`src/rtl/instruction_fetch_pkg.sv`:
```
// Shared definitions for the instruction fetch unit: FSM state type,
// instruction size in bytes and the default reset fetch address.
package instruction_fetch_pkg;

    typedef enum logic [1:0] {
        ST_IDLE = 2'd0,
        ST_REQ  = 2'd1,
        ST_WAIT = 2'd2,
        ST_HOLD = 2'd3
    } fetch_state_e;

    localparam int          INSTR_BYTES      = 4;
    localparam logic [31:0] RESET_PC_DEFAULT = 32'h0000_0000;

endpackage

```
`src/rtl/instruction_fetch.sv`:
```
// Instruction fetch unit: issues one memory request at a time, buffers the
// returned word and offers it to the decoder. A redirect overrides every
// other activity; a response already in flight when a redirect lands in WAIT
// is remembered via the drop flag and thrown away when it arrives.
module instruction_fetch
    import instruction_fetch_pkg::*;
#(
    parameter int              XLEN     = 32,
    parameter logic [XLEN-1:0] RESET_PC = XLEN'(RESET_PC_DEFAULT)
) (
    input  logic            clk,
    input  logic            rst_n,
    output logic            imem_req_valid,
    input  logic            imem_req_ready,
    output logic [XLEN-1:0] imem_addr,
    input  logic            imem_rsp_valid,
    input  logic [XLEN-1:0] imem_rsp_data,
    input  logic            redirect_valid,
    input  logic [XLEN-1:0] redirect_pc,
    output logic            instr_valid,
    input  logic            instr_ready,
    output logic [XLEN-1:0] instr,
    output logic [XLEN-1:0] instr_pc
);

    fetch_state_e    r_state;
    logic [XLEN-1:0] r_pc;
    logic            r_drop;
    logic [XLEN-1:0] r_instr;
    logic [XLEN-1:0] r_instr_pc;

    fetch_state_e    w_state_nxt;
    logic [XLEN-1:0] w_pc_nxt;
    logic            w_drop_nxt;
    logic [XLEN-1:0] w_instr_nxt;
    logic [XLEN-1:0] w_instr_pc_nxt;
    logic [XLEN-1:0] w_redir_pc;
    logic [XLEN-1:0] w_pc_inc;

    // Redirect targets are forced to instruction alignment; pc wraps naturally.
    assign w_redir_pc = redirect_pc & ~XLEN'(INSTR_BYTES - 1);
    assign w_pc_inc   = r_pc + XLEN'(INSTR_BYTES);

    // A redirect suppresses both handshakes in the cycle it is seen.
    assign imem_req_valid = (r_state == ST_REQ)  && !redirect_valid;
    assign instr_valid    = (r_state == ST_HOLD) && !redirect_valid;
    assign imem_addr      = r_pc;
    assign instr          = r_instr;
    assign instr_pc       = r_instr_pc;

    // Next-state and next-register computation; redirect takes priority in every state.
    always_comb begin
        w_state_nxt    = r_state;
        w_pc_nxt       = r_pc;
        w_drop_nxt     = r_drop;
        w_instr_nxt    = r_instr;
        w_instr_pc_nxt = r_instr_pc;
        case (r_state)
            ST_IDLE: begin
                w_state_nxt = ST_REQ;
                if (redirect_valid) begin
                    w_pc_nxt = w_redir_pc;
                end
            end
            ST_REQ: begin
                if (redirect_valid) begin
                    w_pc_nxt = w_redir_pc;
                end else if (imem_req_ready) begin
                    w_state_nxt = ST_WAIT;
                end
            end
            ST_WAIT: begin
                if (redirect_valid) begin
                    w_pc_nxt = w_redir_pc;
                    if (imem_rsp_valid) begin
                        // The arriving word belongs to the old path; nothing left in flight.
                        w_drop_nxt  = 1'b0;
                        w_state_nxt = ST_REQ;
                    end else begin
                        w_drop_nxt = 1'b1;
                    end
                end else if (imem_rsp_valid) begin
                    if (r_drop) begin
                        w_drop_nxt  = 1'b0;
                        w_state_nxt = ST_REQ;
                    end else begin
                        w_instr_nxt    = imem_rsp_data;
                        w_instr_pc_nxt = r_pc;
                        w_pc_nxt       = w_pc_inc;
                        w_state_nxt    = ST_HOLD;
                    end
                end
            end
            ST_HOLD: begin
                if (redirect_valid) begin
                    w_pc_nxt    = w_redir_pc;
                    w_state_nxt = ST_REQ;
                end else if (instr_ready) begin
                    w_state_nxt = ST_REQ;
                end
            end
            default: w_state_nxt = ST_IDLE;
        endcase
    end

    // State, pc, drop flag and instruction buffer registers.
    always_ff @(posedge clk or negedge rst_n) begin
        if (!rst_n) begin
            r_state    <= ST_IDLE;
            r_pc       <= RESET_PC;
            r_drop     <= 1'b0;
            r_instr    <= '0;
            r_instr_pc <= '0;
        end else begin
            r_state    <= w_state_nxt;
            r_pc       <= w_pc_nxt;
            r_drop     <= w_drop_nxt;
            r_instr    <= w_instr_nxt;
            r_instr_pc <= w_instr_pc_nxt;
        end
    end

endmodule

```
`config.mk`:
```
export PLATFORM = sky130hd
export DESIGN_NAME = instruction_fetch
export DESIGN_NICKNAME = d
export VERILOG_FILES = /design/src/rtl/instruction_fetch_pkg.sv /design/src/rtl/instruction_fetch.sv
export SDC_FILE = /design/constraint.sdc
export NUM_CORES = 1
export LEC_CHECK = 0
export CAP_MARGIN = 20
export CORE_ASPECT_RATIO = 0.9
export CORE_MARGIN = 2
export CORE_UTILIZATION = 48
export DETAILED_ROUTE_END_ITERATION = 10
export PLACE_DENSITY = 0.86
export SLEW_MARGIN = 30
export SYNTH_ARGS = -nofsm -noshare
export SYNTH_HDL_FRONTEND = slang
export SYNTH_SLANG_ARGS = --single-unit
```
`constraint.sdc`:
```
create_clock -name clk -period 3.1 [get_ports clk]
set_input_delay 0.62 -clock clk [delete_from_list [all_inputs] [get_ports clk]]
set_output_delay 0.62 -clock clk [all_outputs]
set_load 0.01 [all_outputs]
```
**Yosys cells after proc, flatten, opt, wreduce, memory -nomap -nowiden**

Cells that the tools add are included.

- Output and inout port bits: 98
- Bits of input ports: 70
- Logic and storage cells: 45
- Flip-flop bits (word level): 99

- Muxes and demuxes: 17
- Reduce and logical (&&, ||, !) cells: 10
- Bitwise operators: 2
- Add/subtract/negate cells: 1
- Equal/unequal tests: 10

Operator list:

| kind | number |
|---|---|
| two-way mux 32 bit | 4 |
| case mux 32 bit (2 select lines) | 1 |
| adder 32 x 3 -> 32 bit, second input constant | 1 |
| two-way mux 2 bit | 8 |
| inequality test 3 bit, second input constant | 3 |
| case mux 2 bit (4 select lines) | 1 |
| AND reduction 4 bit | 2 |
| inequality test 2 bit, second input constant | 3 |
| == test 2 bit, second input constant | 2 |
| two-way mux 1 bit | 3 |
| AND reduction 3 bit | 1 |
| OR reduction 3 bit | 1 |
| == test 2 x 1 -> 1 bit, second input constant | 1 |
| logical AND 1 bit | 2 |
| zero test 2 bit | 1 |
| inequality test 2 x 1 -> 1 bit, second input constant | 1 |
| NOT 1 bit | 2 |
| AND reduction 2 bit | 1 |
| nonzero test 2 bit | 1 |
| zero test 1 bit | 1 |

**Longest topological paths before layout**

- Depth in word-level cells: 5
- Mapped depth: 10
- Depth with buffers taken out: 7

**Worst setup path before layout**

No wires, ideal clock.

- Path kind: input -> output
- Start: input port redirect_valid
- End: output port imem_req_valid
- Arrival: 1.263 ns
- Data required time: 2.480 ns
- Buffers on the path: 2
- Slack: 1.217 ns
- Stages: 3
- Cells stage by stage: clkbuf_1 -> clkbuf_1 -> nor2b_1

- Cells in the longest elaborated chain, start to end: 2

RTL lines:

| what | line | source |
|---|---|---|
| from (decl) | instruction_fetch.sv:18 | `input logic redirect_valid,` |
| zero test 1 bit | instruction_fetch.sv:45 | `assign imem_req_valid = (r_state == ST_REQ) && !redirect_valid;` |
| logical AND 1 bit | instruction_fetch.sv:45 |  |
| to (decl) | instruction_fetch.sv:13 | `output logic imem_req_valid,` |

No other way between the ends.

**Worst setup path after layout**

- Start: input port redirect_valid
- End: output port instr_valid

- Cells in the longest elaborated chain, start to end: 2

RTL lines:

| what | line | source |
|---|---|---|
| zero test 1 bit | instruction_fetch.sv:46 | `assign instr_valid = (r_state == ST_HOLD) && !redirect_valid;` |
| logical AND 1 bit | instruction_fetch.sv:46 |  |
| to (decl) | instruction_fetch.sv:20 | `output logic instr_valid,` |

No other way between the ends.

==> metrics.csv <==
stage,metric,value,unit
run_status,status,"complete, no violations",
clock_tree,root buf cell,clkbuf_8,
place,Port Buffers,161,
critical_path,Critical-path top delay cell,clkdlybuf4s50_1,
sta,RSZ-0062 raised after global routing,false,
clock_tree,CTS resizes,0,
yosys,Synth async-reset ratio,100,%
sta,final period utilization,79.1,%
clock_tree,postcts setup bufs,0,
global_routing,largest net degree at the start of global routing,53,
sta,final hold slack,0.207,ns
final_layout,most frequent cells in the layout,"217 x nand2_1, 160 x clkdlybuf4s50_1, 95 x dfrtp_1, 25 x o21ai_0, 22 x nor2_1",
power_and_ir_drop,total power,4.57,mW
sta,Worst-Margin Slew,0.562,ns
drt,routed len/inst,15.9,um
critical_path,Worst Path Max Fanout,5,
final_layout,diodes inserted,0,
power_and_ir_drop,PD cells,719,nW/um^2
sta,clock skew,0.0145,ns
critical_path,r2r worst-path depth,6,
die,Die Ht,95.0,um
drt,initial drt markers,328,
global_routing,first-pass GRT wire length,20.6,mm
clock_tree,# hold bufs at CTS,0,
sta,max_slew headroom,62.3,%
place,Routability Congestion,0.896,
power_and_ir_drop,VDD IR-drop max,0.434,mV
yosys,synthesized flop and latch total,95,
global_routing,GRT Resource Usage Total,25.8,%
critical_path,Critical Path Sink Type,output pin,
sta,final hold viol count,0,
critical_path,worst reg-to-reg setup slack,0.80,ns
die,Cell Rows,33,
final_layout,"commonest non-fill, non-tap cell in the layout",nand2_1,
drt,routed vias/inst,5.35,
yosys,Post-Syn Area,4420,um^2
yosys,Mapped Cells,519,
sta,total negative setup slack,0,ns
yosys,top cell type by total area after synthesis,dfrtp_1,
die,core area,9040,um^2
sta,fmax,0.408,GHz
final_layout,Fillers,665,
drt,DRC viols,0,
critical_path,crit-path cells,clkdlybuf4s50_1 -> nor2b_1 -> clkdlybuf4s50_1,
yosys,"EDFF count, synth",0,
sta,Final setup violation count,0,
yosys,area share of the largest cell type after synthesis,53.8,%
critical_path,critical path type,input port to output pin,
yosys,Syn. warnings,0,
place,dpl ws,0.591,ns
clock_tree,Longest Clk Path Bufs,2,
global_routing,initial antenna violation count,0,
drt,DRT Wirelength,12.7,mm
clock_tree,CTS H-Tree Depth,3,
drt,Antenna Nets Post-Route,0,
clock_tree,clk sink count,95,
yosys,Main synth FF type,dfrtp_1,
critical_path,Most Frequent Cell on Critical Path,clkdlybuf4s50_1,
sta,Final WS setup,0.647,ns
drt,DRT Pass-1 Iters,5,
final_layout,Layout area overhead,43.8,%
place,DP HPWL,9.23,mm
critical_path,CP Data Required Time,2.48,ns
die,die width,105,um
drt,Via Count,4286,
final_layout,share of layout cells above drive strength 1,5.89,%
clock_tree,TritonCTS Buffers,9,
critical_path,"Arr. time, crit path",1.83,ns
global_routing,vias in the first global route,4198,
yosys,Synth area leaders,"dfrtp_1 54%, nand2_1 19%, o21ai_0 2.8%",
global_routing,GRT overflow,0,
yosys,"Seq/Total Area, Yosys",53.8,%
critical_path,Startpoint Class,input port,
sta,Final Critical Period,2.45,ns
yosys,"Distinct cells, synth",49,
die,die area,9990,um^2
die,total I/O pin count,168,
clock_tree,clock-pin slew on the worst setup and hold paths,0.10,ns
sta,"Slew Viols, Final",0,
min_path,hold crit path type,input port to asynchronous set/reset pin,
die,Starting Density,48.9,%
flow_run,Max-cap violations,0,
power_and_ir_drop,Lkg Pwr,2.88,nW
clock_tree,CTS tree,yes,
yosys,mean post-synth cell area,8.52,um^2
clock_tree,Worst-Skew Late Latency,0.36,ns
critical_path,"slowest stage delay, CP",0.56,ns
final_layout,Final #Nets,749,
-- per-layer routing --
metal	vias to the layer above	share of wire, %	track usage, %
li1	2020	-	-
met1	2024	43	33.9
met3	28	6.2	4.10
met2	214	48	43.6
met4	0	2.6	10.0
met5	-	0	0
-- layout make-up --
class,count,area (um^2),area share [%]
clock buffers,10,138,2.17
clock inverters,5,41.3,0.650
inverters,6,22.5,0.354
multi-input cells,388,1900,29.8
flip-flops and latches,95,2380,37.4
well taps,122,153,2.40
repair buffers,175,1730,27.2
-- worst paths after layout --
path                                     startpoint                   endpoint
max in group asynchronous                     rst_n       instr[3]$_DFFE_PN0P_
min                                           rst_n    instr_pc[6]$_DFFE_PN0P_
min reg2reg                instr_pc[23]$_DFFE_PN0P_   instr_pc[23]$_DFFE_PN0P_
max                                  redirect_valid                instr_valid
max reg2reg                imem_addr[2]$_DFFE_PN0P_  imem_addr[30]$_DFFE_PN0P_
min in group clk           instr_pc[23]$_DFFE_PN0P_   instr_pc[23]$_DFFE_PN0P_
-- flip-flops by register name, indices dropped and copies added (netlist names) --
signal	count
instr	32
imem_addr	30
instr_pc	30
r_state	2
r_drop	1
-- cells by family (layout without fill, tap and decap cells) --
logic type               Yosys count  after routing  share of synthesized area (%)
XOR/XNOR                           9              9                           1.78
AND/OR/NAND/NOR                  298            298                           29.3
buffers and inverters             39            196                           3.74
AO/OA/AOI/OAI                     71             71                           9.74
other                              1              4                         0.0848
adder cells (fa/ha/maj)            4              4                           1.13
flip-flops                        95             95                           53.8
multiplexers                       2              2                          0.481
-- where the power goes --
part	switching [mW]	internal (mW)	leakage, nW
Sequential	0.333	1.66	1.21
Combinational	0.787	1.02	1.59
Clock	0.451	0.317	0.0854
Total	1.57	3.00	2.88
-- through the flow --
step,cell area (um^2),instances,utilization (%)
finish,6350,801,70.3
global route,6350,801,70.3
CTS,6350,801,70.3
detailed placement,6180,786,68.3
global placement,6180,786,68.3
floorplan,4430,522,-
-- critical path: cells and delay by family --
family / cells / cell delay (ns)
buffers and inverters: 2 / 1.04
and+or+nand+nor: 1 / 0.18
-- Yosys cell counts, drive strengths merged, types with 2 or more instances --
library cell  number
a31oi              6
a21oi             18
nor3               7
or4                2
nor4               4
nand3b             2
dfrtp             95
buf                7
a22o               2
clkbuf            26
nor2b              5
xor2               7
ha                 4
nand3             12
xnor2              2
a22oi              2
nor2              22
nand4b             2
nand4             14
o22ai              4
nand2b             4
o22a               2
nand2            218
inv                6
and4bb             2
o21ai             25
No activity file was read; power rests on OpenSTA's default activity.
